$ cat src/rtl/semaforo_pkg.sv
// Shared light encodings, violation codes, default dwell times and
// the per-sample classification used by the traffic-light monitor.
package semaforo_pkg;

  localparam logic [2:0] LUZ_VERDE    = 3'b001;
  localparam logic [2:0] LUZ_AMARELO  = 3'b010;
  localparam logic [2:0] LUZ_VERMELHO = 3'b100;

  localparam logic [7:0] DEF_VERDE    = 8'd1;
  localparam logic [7:0] DEF_AMARELO  = 8'd3;
  localparam logic [7:0] DEF_VERMELHO = 8'd2;
  localparam logic [7:0] CONT_MAX     = 8'hFF;

  typedef enum logic [2:0] {
    ERR_NENHUM   = 3'd0,
    ERR_CODIF    = 3'd1,
    ERR_CONFLITO = 3'd2,
    ERR_SEQ      = 3'd3,
    ERR_DUR      = 3'd4
  } cod_erro_e;

  // How one light's current sample relates to its recorded history.
  typedef enum logic [2:0] {
    MUD_INVALIDO = 3'd0,  // sample not one-hot
    MUD_CARGA    = 3'd1,  // first legal sample, history just loaded
    MUD_MANTEM   = 3'd2,  // same state as previous sample
    MUD_AVANCA   = 3'd3,  // legal successor of previous state
    MUD_SALTO    = 3'd4   // any other change
  } mudanca_e;

  function automatic logic eh_onehot(input logic [2:0] luz);
    return (luz == LUZ_VERDE) || (luz == LUZ_AMARELO) || (luz == LUZ_VERMELHO);
  endfunction

  function automatic logic [2:0] proxima_luz(input logic [2:0] luz);
    case (luz)
      LUZ_VERDE:    return LUZ_AMARELO;
      LUZ_AMARELO:  return LUZ_VERMELHO;
      LUZ_VERMELHO: return LUZ_VERDE;
      default:      return 3'b000;
    endcase
  endfunction

endpackage

$ cat src/rtl/semaforo_monitor_lamp_checker.sv
// Per-light history tracker: one-hot check, valid bit, previous state, sequence class.
// Classification is combinational on the current sample; history updates on the clock edge.
module lamp_checker
  import semaforo_pkg::*;
(
  input  logic       clk_i,
  input  logic       rst_i,
  input  logic [2:0] luz_i,
  output mudanca_e   mud_o
);

  logic       valido_q, valido_d;
  logic [2:0] prev_q, prev_d;

  always_comb begin
    valido_d = 1'b0;
    prev_d   = prev_q;
    mud_o    = MUD_INVALIDO;
    if (eh_onehot(luz_i)) begin
      valido_d = 1'b1;
      prev_d   = luz_i;
      if (!valido_q)
        mud_o = MUD_CARGA;
      else if (luz_i == prev_q)
        mud_o = MUD_MANTEM;
      else if (luz_i == proxima_luz(prev_q))
        mud_o = MUD_AVANCA;
      else
        mud_o = MUD_SALTO;
    end
  end

  always_ff @(posedge clk_i) begin
    if (rst_i) begin
      valido_q <= 1'b0;
      prev_q   <= 3'b000;
    end else begin
      valido_q <= valido_d;
      prev_q   <= prev_d;
    end
  end

endmodule

$ cat src/rtl/semaforo_monitor.sv
// Two-light traffic signal monitor: encoding, conflict, sequence and A-dwell checks.
// Outputs registered, updated on the same edge that samples A/B; no flow control.
module semaforo_monitor
  import semaforo_pkg::*;
#(
  parameter logic [7:0] VERDE    = DEF_VERDE,
  parameter logic [7:0] AMARELO  = DEF_AMARELO,
  parameter logic [7:0] VERMELHO = DEF_VERMELHO
) (
  input  logic       clk,
  input  logic       rst,
  input  logic [2:0] A,
  input  logic [2:0] B,
  output logic       erro,
  output logic [2:0] cod_erro,
  output logic [7:0] ciclos
);

  mudanca_e   mud_a, mud_b;
  logic       viol_codif, viol_conflito, viol_seq, viol_dur;
  logic       troca_a;
  logic [7:0] esperado;
  logic [7:0] dwell_q, dwell_d;
  logic       dwell_chk_q, dwell_chk_d;
  logic [7:0] ciclos_q, ciclos_d;
  logic       erro_q, erro_d;
  cod_erro_e  cod_q, cod_d, cod_viol;

  lamp_checker u_lamp_a (.clk_i(clk), .rst_i(rst), .luz_i(A), .mud_o(mud_a));
  lamp_checker u_lamp_b (.clk_i(clk), .rst_i(rst), .luz_i(B), .mud_o(mud_b));

  assign troca_a = (mud_a == MUD_AVANCA) || (mud_a == MUD_SALTO);

  // Dwell required for the state A is leaving. On a legal advance that state is
  // the predecessor of A; on an illegal jump code 3 outranks code 4 anyway.
  always_comb begin
    esperado = VERMELHO;
    case (A)
      LUZ_AMARELO:  esperado = VERDE;
      LUZ_VERMELHO: esperado = AMARELO;
      default:      esperado = VERMELHO;
    endcase
  end

  always_comb begin
    viol_codif    = (mud_a == MUD_INVALIDO) || (mud_b == MUD_INVALIDO);
    viol_conflito = !viol_codif && (A != LUZ_VERMELHO) && (B != LUZ_VERMELHO);
    viol_seq      = (mud_a == MUD_SALTO) || (mud_b == MUD_SALTO);
    viol_dur      = troca_a && dwell_chk_q && (dwell_q != esperado);

    if (viol_codif)         cod_viol = ERR_CODIF;
    else if (viol_conflito) cod_viol = ERR_CONFLITO;
    else if (viol_seq)      cod_viol = ERR_SEQ;
    else if (viol_dur)      cod_viol = ERR_DUR;
    else                    cod_viol = ERR_NENHUM;
  end

  // The first dwell after a history load is partial, so only dwells that
  // began on a checked transition are timed.
  always_comb begin
    dwell_d     = dwell_q;
    dwell_chk_d = dwell_chk_q;
    ciclos_d    = ciclos_q;
    erro_d      = erro_q;
    cod_d       = cod_q;
    case (mud_a)
      MUD_CARGA: begin
        dwell_d     = 8'd1;
        dwell_chk_d = 1'b0;
      end
      MUD_MANTEM: begin
        if (dwell_q != CONT_MAX) dwell_d = dwell_q + 8'd1;
      end
      MUD_AVANCA, MUD_SALTO: begin
        dwell_d     = 8'd1;
        dwell_chk_d = 1'b1;
      end
      default: ;
    endcase
    if ((mud_a == MUD_AVANCA) && (A == LUZ_VERDE) && (ciclos_q != CONT_MAX))
      ciclos_d = ciclos_q + 8'd1;
    if (!erro_q && (cod_viol != ERR_NENHUM)) begin
      erro_d = 1'b1;
      cod_d  = cod_viol;
    end
  end

  always_ff @(posedge clk) begin
    if (rst) begin
      dwell_q     <= 8'd0;
      dwell_chk_q <= 1'b0;
      ciclos_q    <= 8'd0;
      erro_q      <= 1'b0;
      cod_q       <= ERR_NENHUM;
    end else begin
      dwell_q     <= dwell_d;
      dwell_chk_q <= dwell_chk_d;
      ciclos_q    <= ciclos_d;
      erro_q      <= erro_d;
      cod_q       <= cod_d;
    end
  end

  assign erro     = erro_q;
  assign cod_erro = cod_q;
  assign ciclos   = ciclos_q;

endmodule

$ cat config.mk
export PLATFORM = sky130hd
export DESIGN_NAME = semaforo_monitor
export DESIGN_NICKNAME = d
export VERILOG_FILES = /design/src/rtl/semaforo_pkg.sv /design/src/rtl/semaforo_monitor_lamp_checker.sv /design/src/rtl/semaforo_monitor.sv
export SDC_FILE = /design/constraint.sdc
export NUM_CORES = 1
export LEC_CHECK = 0
export BUFFER_PORTS_ARGS = -buffer_cell sky130_fd_sc_hd__buf_2
export CAP_MARGIN = 20
export CORE_UTILIZATION = 51
export CTS_CLUSTER_DIAMETER = 50
export CTS_CLUSTER_SIZE = 12
export DETAILED_ROUTE_END_ITERATION = 16
export PLACE_DENSITY_LB_ADDON = 0.2
export REMOVE_ABC_BUFFERS = 1
export SLEW_MARGIN = 20
export SYNTH_ARGS = -nofsm -noshare
export SYNTH_HDL_FRONTEND = slang
export SYNTH_HIERARCHICAL = 1
export SYNTH_SLANG_ARGS = --single-unit
$ cat constraint.sdc
create_clock -name clk -period 4.8 [get_ports clk]
set_input_delay 0 -clock clk [delete_from_list [all_inputs] [get_ports clk]]
set_output_delay 0 -clock clk [all_outputs]
set_load 0.01 [all_outputs]
* Yosys cells after proc, flatten, opt, wreduce, memory -nomap -nowiden
Cells that the tools add are included.
** Word-level totals
- Word-level logic and storage cells :: 88
- Flip-flop bits (word level) :: 29
- Bits in latches :: 0
- Bits in writable memories :: 0
- Memories kept :: 0
- Memory bits (read-only) :: 0
** Operators by class
- Reductions and logical operators :: 24
- Multiply operators :: 0
- Shifts and indexed selects :: 0
- Multiplexer cells :: 26
- Bitwise operators :: 0
- Eq/ne operators :: 27
- $lt $le $gt $ge :: 0
- $add $sub $neg :: 2
- Divide/modulo/power cells :: 0
** Operator list (number)
- $mux W3 :: 18
- $eq A3 B2 Y1 const B :: 6
- $eq A3 B3 Y1 const B :: 6
- $pmux W3 S3 :: 2
- $add A8 B1 Y8 const B :: 2
- $ne A8 B8 Y1 const B :: 2
- $pmux W8 S2 :: 1
- $eq A3 B1 Y1 const B :: 5
- $eq A3 B3 Y1 :: 4
- $mux W8 :: 1
- $ne A8 B8 Y1 :: 1
- $logic_and A1 B1 Y1 :: 7
- $logic_or A1 B1 Y1 :: 7
- $logic_not A3 Y1 :: 2
- $ne A3 B3 Y1 const B :: 2
- $pmux W2 S2 :: 1
- $reduce_bool A2 Y1 :: 2
- $reduce_bool A3 Y1 :: 1
- $reduce_or A3 Y1 :: 1
- $logic_not A1 Y1 :: 2
- $mux W1 :: 2
- $ne A2 B2 Y1 const B :: 1
- $pmux W1 S2 :: 1
- $reduce_and A2 Y1 :: 1
- $reduce_or A2 Y1 :: 1

* Longest topological paths before layout
Gate-level depths: netlist (run 1).
- Word-level depth :: 20
- Gate-level depth with buffers :: 11
- Depth with buffers taken out :: 9

* Cells and area by module
The synthesis (run 1) kept the hierarchy.
** By module, submodules not included
- semaforo_monitor :: sequential area each 420.4 um^2, area an instance 1168.6 um^2, cells each 140, instances 1
- lamp_checker :: sequential area each 80.1 um^2, area an instance 306.5 um^2, cells each 38, instances 2

* Worst setup path after synthesis (run 1)
No wires, ideal clock.
- Kind :: reg-to-reg
- Start point :: reg u_lamp_a.prev_q[1]
- End point :: reg dwell_q[5]
- Data arrival time :: 2.311 ns
- Setup time :: 0.072 ns
- Data required time :: 4.728 ns
- Cell stages (with the launch flop) :: 9
- Path slack :: 2.417 ns
- Cell sequence :: dfxtp_1 > and4bb_2 > a21oi_2 > o211a_1 > a21oi_1 > o31a_4 > or4b_4 > or3_1 > a21oi_1
** Between the ends
- Cells in the longest elaborated chain, start to end :: 14
- Elaborated cells on any way between the ends :: 22
- Classes of those cells :: eq/ne: 10; mux: 9; reduce/logical: 3
** RTL lines
- from (decl) :: line semaforo_monitor_lamp_checker.sv:13 : logic [2:0] prev_q, prev_d;
- from (signal assigned) :: line semaforo_monitor_lamp_checker.sv:39 : prev_q <= prev_d;
- $eq A3 B3 Y1, or another cell as far along :: line semaforo_pkg.sv:36 : case (luz)
- $pmux W3 S3 :: line semaforo_pkg.sv:36
- $mux W3 :: line semaforo_monitor_lamp_checker.sv:24 : else if (luz_i == prev_q)
- $mux W3 :: line semaforo_monitor_lamp_checker.sv:22 : if (!valido_q)
- $mux W3 :: line semaforo_monitor_lamp_checker.sv:19 : if (eh_onehot(luz_i)) begin
- $eq A3 B3 Y1 :: line semaforo_monitor_lamp_checker.sv:26 : else if (luz_i == proxima_luz(prev_q))
- $mux W3 :: line semaforo_monitor_lamp_checker.sv:26
- $mux W3 (*) :: line semaforo_monitor_lamp_checker.sv:24
- $mux W3 (*) :: line semaforo_monitor_lamp_checker.sv:22
- $mux W3 (*) :: line semaforo_monitor_lamp_checker.sv:19
- via mud_a[1] :: line semaforo_monitor.sv:19 : mudanca_e mud_a, mud_b;
- $eq A3 B2 Y1, or another cell as far along :: line semaforo_monitor.sv:66 : case (mud_a)
- $reduce_or A3 Y1 (no source line)
- $reduce_bool A2 Y1 (no source line)
- $reduce_and A2 Y1 (no source line)
- to (signal assigned) :: line semaforo_monitor.sv:96 : dwell_q <= dwell_d;
- to (decl) :: line semaforo_monitor.sv:23 : logic [7:0] dwell_q, dwell_d;
Mark *: on every way through the listed nets, which the timed path passes. The rest lies on a longest branch. The select of a mux whose other input is x is not followed.
A chain may end at the register's enable or synchronous reset.

* Worst setup path in the final report (run 1)
Same ends and word-level chain as after synthesis.

==> results of run 1 <==
==> logic make-up (layout without fill, tap and decap cells) <==
group,count (synthesis),count (layout),share of synthesized area
buf+inv,15,36,0.0393
fa+ha+maj,4,4,0.0267
simple gates,98,98,0.301
xor+xnor,16,16,0.0786
compound gates,48,48,0.195
mux,6,6,0.0344
flops,29,29,0.326
==> stage by stage <==
step,power (W),hold slack [ns],setup WS (ns)
after CTS,0.000520,0.00103,2.24
after global placement,0.000342,0.355,2.30
after floorplan,0.000317,0.0691,2.42
after global routing,0.000543,0.0684,2.01
final,0.000515,0.0155,2.22
after detailed placement,0.000343,0.370,2.26
==> state kept, by name, summed over array words and instances (netlist names) <==
signal	cells
erro	1
u_lamp_a/prev_q	3
u_lamp_b/prev_q	3
ciclos	8
u_lamp_b/valido_q	1
dwell_q	8
dwell_chk_q	1
cod_erro	3
u_lamp_a/valido_q	1
==> worst max-delay path by stage <==
| stage | to | depth (start not counted) | slack [ns] | start |
|---|---|---|---|---|
| global placement | dwell_q[5] | 8 | 2.30 | u_lamp_a/prev_q[1] |
| detailed placement | dwell_q[5] | 8 | 2.26 | u_lamp_a/prev_q[1] |
| finish | dwell_q[5] | 8 | 2.22 | u_lamp_a/prev_q[1] |
| floorplan | dwell_q[5] | 8 | 2.42 | u_lamp_a/prev_q[1] |
| global route | ciclos[6] | 8 | 2.01 | u_lamp_a/prev_q[1] |
| CTS | dwell_q[5] | 8 | 2.24 | u_lamp_a/prev_q[1] |
==> power by group through the flow <==
stage          clock (W)  sequential, W  combinational (W)
2_1_floorplan          0       0.000263          0.0000538
6_report        0.000177       0.000259          0.0000789
3_3_place_gp           0       0.000264          0.0000772
5_1_grt         0.000192       0.000262          0.0000891
3_5_place_dp           0       0.000265          0.0000780
4_1_cts         0.000182       0.000259          0.0000790
==> synth_stat cells, types with 2 or more instances <==
master    count  area (µm²)
buf_4         3        22.5
nand4_1       6        37.5
a21oi_1      15        75.1
or3_1         4        25.0
o21ai_1       2        10.0
or2_0         2        12.5
inv_1         8        30.0
o21ai_0       7        35.0
xnor2_1      11        96.3
nand2_1      17        63.8
nor3_1        3        15.0
nand2b_1      2        12.5
o211a_1       2        20.0
o21ai_2       2        17.5
a21oi_2       2        17.5
and3b_1       4        35.0
clkbuf_1      2        7.51
nor2b_1       2        12.5
ha_1          2        25.0
or4b_1        2        20.0
mux2i_1       5        50.1
or2_2         2        12.5
xor2_1        5        43.8
o211ai_1      2        15.0
nor2_1       33         124
dfxtp_1      29         581
nor4b_1       2        17.5
buf_2         2        10.0
nand3_1       6        30.0
a311oi_1      2        17.5
nand3b_1      3        22.5
maj3_2        2        22.5
and4bb_2      2        25.0
==> area by class of cell <==
type / count / area share
Sequential cell: 29 / 0.294
Timing Repair Buffer: 20 / 0.0532
Clock buffer: 7 / 0.0330
Multi-Input combinational cell: 172 / 0.573
Inverter: 8 / 0.0152
Clock inverter: 1 / 0.00253
Tap cell: 46 / 0.0292
==> worst register-to-register path, cell delays in order, from the launching register on <==
cell and delay (ns):
dfxtp_1 0.37, and4bb_2 0.32, a21oi_2 0.03, o211a_1 0.22, a21oi_1 0.40, o31a_4 0.25
or4b_4 0.47, or3_1 0.31, a21oi_1 0.14
==> metal layers <==
layer	vias to the layer above	routed length, µm
li1	827	-
met1	741	1820
met2	21	1630
met3	4	98
met4	0	46
met5	-	0
==> repair_timing <==
| item | in CTS | in global routing |
|---|---|---|
| hold endpoints to repair | 1 | 0 |
| setup buffers | 0 | 0 |
| hold buffers | 1 | 0 |
==> flow_metrics.env, run 1 <==
export IMPL_worst_pin_slew_ns=0.501
export IMPL_diodes=0
export IMPL_die_h_um=61.1
export IMPL_vias=1593
export IMPL_crit_reg2reg_launch="u_lamp_a/prev_q[1]"
export IMPL_hold_start="A[2]"
export IMPL_cp_slowest_cell="or4b_4"
export IMPL_regArea_um2=581
export IMPL_clkPwrFrac=0.343
export IMPL_final_nets=246
export IMPL_final_cell_mix="33 x nor2_1, 29 x dfxtp_1, 19 x buf_2"
export IMPL_cts_tree="done"
export IMPL_synth_flop_cell="dfxtp_1"
export IMPL_status="complete, no violations"
export IMPL_port_buffers=19
export IMPL_drt_total_wl_um=3600
export IMPL_cp_buffers_inverters=0
export IMPL_cp_max_fo=6
export IMPL_place_hpwl_um=2510
export IMPL_utilization=0.592
export IMPL_worst_clock_skew_ns=0.0123
export IMPL_leakage_nw=0.722
export IMPL_fin_crit_ns=2.58
export IMPL_ff2ff_path_depth=8
export IMPL_grt_pass1_wl_um=5840
export IMPL_fillers=334
export IMPL_grt_ovfl_total=0
export IMPL_place_area_mm2=0.00189
export IMPL_multi_input_area_mm2=0.00113
export IMPL_hold_viol=0
export IMPL_seq_area_frac_synth=0.326
export IMPL_finalCritPeriodShare=0.538
export IMPL_cp_cell_sequence="and4bb_2 -> a21oi_2 -> o211a_1 -> a21oi_1 -> o31a_4 -> or4b_4 -> or3_1 -> a21oi_1"
export IMPL_grtUsageMet2=0.323
export IMPL_pwr_share_comb=0.153
export IMPL_syn_area_per_cell_um2=8.25
export IMPL_start_kind="flop"
export IMPL_syn_to_final_growth_pct=10.8
export IMPL_fin_cells=283
export IMPL_start_util=0.534
export IMPL_wire_per_inst_um=12.7
export IMPL_critical_path_arrival_ns=2.86
export IMPL_rsz0062_at_grt="no"
export IMPL_critical_path_class="flop to flop"
export IMPL_ctsResizeCount=0
export IMPL_setup_worst_path_end_class="flop"
export IMPL_dieWidth_um=61.1
export IMPL_met1_usage=0.272
export IMPL_p_int_w=0.000367
export IMPL_clock_sinks=29
export IMPL_path_clk_slew_ns=0.10
export IMPL_final_common_cell="nor2_1"
export IMPL_final_area_mm2=0.00197
export IMPL_grt_max_degree=27
export IMPL_cp_top_family="simple AND/OR/NAND/NOR gates"
export IMPL_fin_setup_tns_ns=0
export IMPL_cpMostUsedCell="a21oi_1"
export IMPL_insertion_delay_ns=0.34
export IMPL_drt_pre_antenna_iters=4
export IMPL_synth_cells=216
export IMPL_min_delay_path_class="input port to flop"
export IMPL_clock_fmax_ghz=0.387
export IMPL_drv_cap=0
export IMPL_seqPwrFrac=0.504
export IMPL_core_area_mm2=0.00334
export IMPL_ant_nets=0
export IMPL_antenna_found_initial=0
export IMPL_drc=0
export IMPL_vias_per_cell=5.63
export IMPL_rows=21
export IMPL_power_switching_w=0.000148
export IMPL_busiest_layer="met2"
export IMPL_ir_worst_vdd_mv=0.150
export IMPL_min_path_cells=3
export IMPL_dieArea_mm2=0.00373
export IMPL_gr_usage_met3=0.0630
export IMPL_min_delay_worst_endpoint="u_lamp_a/prev_q[2]"
export IMPL_clockRootBuffer="clkbuf_4"
export IMPL_numCtsBuffers=5
export IMPL_async_flop_share=0
export IMPL_grt_pass1_vias=1366
export IMPL_first_iter_violations=99
export IMPL_switching_share=0.288
export IMPL_dp_cells=274
export IMPL_clock_path_buffers=2
export IMPL_grtUsageTotal=0.211
export IMPL_htreeDepth=2
export IMPL_r2r_end="dwell_q[5]"
export IMPL_setup_viol=0
export IMPL_io_pins=20
export IMPL_r2r_setup_slack_ns=2.22
export IMPL_place_gp_congestion=0.804
export IMPL_syn_area_mm2=0.00178
export IMPL_layout_drive_gt1_share=0.181
export IMPL_yosys_warnings=6
export IMPL_slowest_delay_ns=0.47
export IMPL_ys_ff_latch=29
export IMPL_synth_cell_types=56
export IMPL_required_ns=5.08
export IMPL_synth_edf_count=0
export IMPL_powerDensity_mw_per_mm2=261
export IMPL_drv_slew=0
export IMPL_slew_limit_headroom=0.666
No activity file was read; power rests on OpenSTA's default activity.
==> run 2: changes to the inputs <==
==> constraint.sdc (replaced) <==
create_clock -name clk -period 2.5 [get_ports clk]
set_input_delay 0 -clock clk [delete_from_list [all_inputs] [get_ports clk]]
set_output_delay 0 -clock clk [all_outputs]
set_load 0.01 [all_outputs]
==> run 2 against run 1 <==
  * Cell count up 2.1%
  * Worst setup slack got worse by 2.1 ns
  * Via count is 0.88% higher
  * Register-to-register slack got worse by 2.1 ns
  * Worst hold slack better by 0.012 ns
  * Largest power group unchanged
==> flow_metrics.env, run 2 (synthesis results as in run 1) <==
export IMPL_setup_viol=0
export IMPL_final_nets=252
export IMPL_min_delay_worst_endpoint="u_lamp_b/prev_q[2]"
export IMPL_slew_limit_headroom=0.679
export IMPL_cp_top_family="simple AND/OR/NAND/NOR gates"
export IMPL_drc=0
export IMPL_whs_ns=0.0277
export IMPL_cp_slowest_cell="nor4b_1"
export IMPL_required_ns=2.71
export IMPL_finalPower_w=0.000986
export IMPL_clock_path_buffers=2
export IMPL_core_area_mm2=0.00334
export IMPL_critical_path_class="flop to flop"
export IMPL_cts_tree="done"
export IMPL_wire_per_inst_um=12.2
export IMPL_min_delay_path_class="input port to flop"
export IMPL_io_pins=20
export IMPL_syn_to_final_growth_pct=14.2
export IMPL_numCtsBuffers=5
export IMPL_clockRootBuffer="clkbuf_4"
export IMPL_cpMostUsedCell="and3b_2"
export IMPL_first_iter_violations=152
export IMPL_r2r_end="ciclos[3]"
export IMPL_drt_total_wl_um=3540
export IMPL_grt_ovfl_total=0
export IMPL_start_kind="flop"
export IMPL_grt_pass1_vias=1329
export IMPL_min_path_cells=3
export IMPL_path_depth=9
export IMPL_clock_sinks=29
export IMPL_rsz0062_at_grt="no"
export IMPL_ff2ff_path_depth=9
export IMPL_htreeDepth=2
export IMPL_vias=1607
export IMPL_worst_clock_skew_ns=0.00850
export IMPL_vias_per_cell=5.56
export IMPL_port_buffers=19
export IMPL_ant_nets=0
export IMPL_hold_viol=0
export IMPL_drv_cap=0
export IMPL_cp_max_fo=6
export IMPL_layout_drive_gt1_share=0.226
export IMPL_diodes=0
export IMPL_insertion_delay_ns=0.33
export IMPL_clock_fmax_ghz=0.425
export IMPL_ir_worst_vdd_mv=0.266
export IMPL_path_clk_slew_ns=0.09
export IMPL_cp_buffers_inverters=0
export IMPL_status="complete, no violations"
export IMPL_setup_worst_path_end_class="flop"
export IMPL_grt_pass1_wl_um=5550
export IMPL_r2r_setup_slack_ns=0.15
export IMPL_start_util=0.534
export IMPL_grt_max_degree=27
export IMPL_dieArea_mm2=0.00373
export IMPL_place_hpwl_um=2510
export IMPL_crit_reg2reg_launch="u_lamp_a/prev_q[1]"
export IMPL_grtUsageTotal=0.201
export IMPL_drt_pre_antenna_iters=4
export IMPL_powerDensity_mw_per_mm2=484
export IMPL_antenna_found_initial=0
export IMPL_dieWidth_um=61.1
export IMPL_worst_pin_slew_ns=0.481
export IMPL_cp_cell_sequence="and4bb_2 -> a21oi_2 -> o211a_1 -> and3b_2 -> and3b_2 -> nand2_1 -> nor4b_1 -> xnor2_1 -> nor2_1"
export IMPL_rows=21
export IMPL_place_gp_congestion=0.860
export IMPL_hold_start="B[2]"
export IMPL_fin_setup_tns_ns=0
export IMPL_final_cell_mix="33 x nor2_1, 29 x dfxtp_1, 19 x buf_2"
export IMPL_slowest_delay_ns=0.39
export IMPL_final_common_cell="nor2_1"
export IMPL_drv_slew=0
export IMPL_critical_path_arrival_ns=2.57
export IMPL_die_h_um=61.1
export IMPL_finalCritPeriodShare=0.942
export IMPL_fin_crit_ns=2.35
export IMPL_leakage_nw=0.755
-- run 2: worst register-to-register path, stage by stage (launching register included) --
cell and delay, ns:
dfxtp_1 0.37, and4bb_2 0.33, a21oi_2 0.04, o211a_1 0.23
and3b_2 0.26, and3b_2 0.28, nand2_1 0.14, nor4b_1 0.39
xnor2_1 0.16, nor2_1 0.05
-- run 2: what timing repair did --
item | in CTS | in global routing
setup endpoints to repair | 0 | 12
hold buffers | 0 | 0
gates resized for setup | 0 | 5
hold endpoints to repair | 0 | 0
setup buffers | 0 | 2
-- run 2: worst max path at each step --
stage / from / to / slack (ns)
6_report: u_lamp_a/prev_q[1] / ciclos[3] / 0.15
5_1_grt: u_lamp_a/prev_q[1] / ciclos[5] / 0.02
4_1_cts: u_lamp_a/prev_q[1] / dwell_q[5] / 0.07
3_3_place_gp: u_lamp_a/prev_q[1] / dwell_q[5] / 0.13
2_1_floorplan: u_lamp_a/prev_q[1] / dwell_q[5] / 0.12
3_5_place_dp: u_lamp_a/prev_q[1] / dwell_q[5] / 0.08
-- run 2: metrics by stage --
step / instance area [µm²] / setup slack (ns) / std cells / util
6_report: 2030 / 0.145 / 289 / 0.610
3_3_place_gp: 1930 / 0.127 / 279 / 0.579
4_1_cts: 2000 / 0.0727 / 287 / 0.600
3_5_place_dp: 1930 / 0.0819 / 279 / 0.579
2_1_floorplan: 1740 / 0.117 / 209 / -
5_1_grt: 2030 / 0.0172 / 289 / 0.610
-- run 2: power by group --
group	switching (W)	total, W	internal, W
sequential	0.0000188	0.000497	0.000478
clock	0.000163	0.000325	0.000163
combinational	0.0000914	0.000163	0.0000720
-- run 2: routing by layer --
layer	GRT usage	vias to the layer above	part of all wire
met4	0.0584	0	0.012
met1	0.263	745	0.51
met3	0.0756	5	0.035
met2	0.307	23	0.45
li1	-	834	-
met5	0	-	0
-- run 2: area by class of cell --
| cell class | instances | area, µm² |
|---|---|---|
| Multi-Input combinational cell | 172 | 1150 |
| Sequential cell | 29 | 581 |
| Tap cell | 46 | 57.6 |
| Clock buffer | 7 | 65.1 |
| Clock inverter | 1 | 5.00 |
| Timing Repair Buffer | 26 | 148 |
| Fill cell | 309 | 1300 |
| Inverter | 8 | 30.0 |
==> run 3: changes to the inputs <==
==> constraint.sdc (replaced) <==
create_clock -name clk -period 2.5 [get_ports clk]
set_input_delay 0.375 -clock clk [delete_from_list [all_inputs] [get_ports clk]]
set_output_delay 0.375 -clock clk [all_outputs]
set_load 0.01 [all_outputs]
==> run 3 against run 2 <==
  * Wire length grew 3.0%
  * Utilization grew 1.3 points
  * Register-to-register slack gained 0.02 ns
  * First-iteration DRC count shrank 31%
  * Sequential cell count is the same
  * Global-route usage grew 0.41 points
  * Non-clock buffer count grew 9
  * Cell count grew 3.1%
  * Critical path type unchanged
  * Highest routed layer unchanged
==> flow_metrics.env, run 3 (synthesis results as in run 1) <==
export IMPL_status="complete, no violations"
export IMPL_busiest_layer="met2"
export IMPL_first_iter_violations=105
export IMPL_wire_per_inst_um=12.2
export IMPL_dieArea_mm2=0.00373
export IMPL_required_ns=2.76
export IMPL_grt_ovfl_total=0
export IMPL_drc=0
export IMPL_final_nets=261
export IMPL_hold_buffers=0
export IMPL_port_buffers=19
export IMPL_drt_total_wl_um=3640
export IMPL_setup_worst_path_end_class="flop"
export IMPL_grtUsageMet2=0.295
export IMPL_start_kind="flop"
export IMPL_insertion_delay_ns=0.33
export IMPL_drv_cap=0
export IMPL_dp_slack_ns=0.0343
export IMPL_grt_pass1_wl_um=5660
export IMPL_hold_viol=0
export IMPL_core_area_mm2=0.00334
export IMPL_cp_slowest_cell="or4b_4"
export IMPL_fin_crit_ns=2.33
export IMPL_ant_nets=0
export IMPL_worst_pin_slew_ns=0.472
export IMPL_die_h_um=61.1
export IMPL_slowest_delay_ns=0.45
export IMPL_clock_sinks=29
export IMPL_r2r_setup_slack_ns=0.17
export IMPL_cp_cell_sequence="and4bb_2 -> a21oi_2 -> o211a_1 -> a21oi_1 -> buf_4 -> o31a_4 -> or4b_4 -> or3_1 -> a21oi_1"
export IMPL_dieWidth_um=61.1
export IMPL_fin_ws_ns=0.166
export IMPL_path_clk_slew_ns=0.09
export IMPL_final_common_cell="nor2_1"
export IMPL_final_cell_mix="33 x nor2_1, 29 x dfxtp_1, 19 x buf_2"
export IMPL_worst_clock_skew_ns=0.0123
export IMPL_syn_to_final_growth_pct=16.6
export IMPL_rows=21
export IMPL_drv_slew=0
export IMPL_met1_usage=0.284
export IMPL_grt_pass1_vias=1338
export IMPL_place_gp_congestion=0.876
export IMPL_ir_worst_vdd_mv=0.287
export IMPL_htreeDepth=2
export IMPL_setup_viol=0
export IMPL_layout_drive_gt1_share=0.238
export IMPL_critical_path_class="flop to flop"
export IMPL_slew_limit_headroom=0.685
export IMPL_io_pins=20
export IMPL_cts_tree="done"
export IMPL_vias=1637
export IMPL_min_delay_path_class="input port to flop"
export IMPL_grt_max_degree=27
export IMPL_cpMostUsedCell="a21oi_1"
export IMPL_drt_pre_antenna_iters=4
export IMPL_start_util=0.534
export IMPL_place_hpwl_um=2590
export IMPL_grtUsageTotal=0.205
export IMPL_numCtsBuffers=5
export IMPL_critical_path_arrival_ns=2.59
export IMPL_gr_usage_met3=0.0672
export IMPL_diodes=0
export IMPL_rsz0062_at_grt="no"
export IMPL_clock_path_buffers=2
export IMPL_clock_fmax_ghz=0.428
export IMPL_powerDensity_mw_per_mm2=452
export IMPL_finalCritPeriodShare=0.934
export IMPL_cp_max_fo=6
export IMPL_fin_setup_tns_ns=0
export IMPL_clockRootBuffer="clkbuf_4"
export IMPL_leakage_nw=0.789
export IMPL_vias_per_cell=5.49
export IMPL_antenna_found_initial=0
export IMPL_utilization=0.622
==> run 3: cell types whose count changed in the layout (fill, tap and decap cells not counted), moves of 2 or more <==
| cell | previous run | this run |
|---|---|---|
| and3b_2 | 2 | 0 |
| and3b_1 | 2 | 4 |
| buf_4 | 7 | 16 |
| clkbuf_8 | 2 | 0 |
==> run 3: worst max-delay path: cells and delay by family, from the launching register on <==
| kind | cells | cell delay [ns] |
|---|---|---|
| simple gates | 3 | 1.08 |
| buf+inv | 1 | 0.16 |
| compound gates | 5 | 0.69 |
| flops | 1 | 0.35 |
==> run 3: through the flow <==
| stage | cell area, µm² | hold WS (ns) | std cells | total power [W] |
|---|---|---|---|---|
| floorplan | 1740 | 0.444 | 209 | 0.000609 |
| global placement | 2010 | 0.459 | 290 | 0.000676 |
| detailed placement | 2010 | 0.468 | 290 | 0.000677 |
| CTS | 2070 | 0.377 | 298 | 0.000950 |
| global route | 2080 | 0.409 | 298 | 0.000993 |
| finish | 2080 | 0.391 | 298 | 0.000940 |
==> run 3: worst paths after layout <==
| kind | start | end | cells after the start |
|---|---|---|---|
| worst min register to register | cod_erro[2] | cod_erro[2] | 2 |
| worst max register to register | u_lamp_a/prev_q[1] | dwell_q[5] | 9 |
| worst max-delay path | u_lamp_a/prev_q[1] | dwell_q[5] | 9 |
| worst min-delay path | A[2] | u_lamp_a/prev_q[2] | 3 |
==> run 3: cell type report <==
| cell class | count | area [µm²] |
|---|---|---|
| fillers | 312 | 1260 |
| multi-input cells | 172 | 1140 |
| flip-flops and latches | 29 | 581 |
| repair buffers | 35 | 215 |
| well taps | 46 | 57.6 |
| clock buffers | 6 | 41.3 |
| inverters | 8 | 30.0 |
| clock inverters | 2 | 10.0 |
==> run 3: timing repair <==
item	4_1_cts	5_1_grt
buffers inserted	0	0
setup endpoints to repair	0	3
gates resized for setup	0	2
==> run 3: per-layer routing <==
layer | up-vias | wire [µm]
met5 | - | 0
met4 | 0 | 35
met3 | 4 | 114
met2 | 22 | 1580
met1 | 752 | 1910
li1 | 859 | -
==> run 3: where the power goes <==
part	switching [W]	internal [W]
logic	0.0000937	0.0000789
clock network	0.000164	0.000107
registers	0.0000179	0.000478
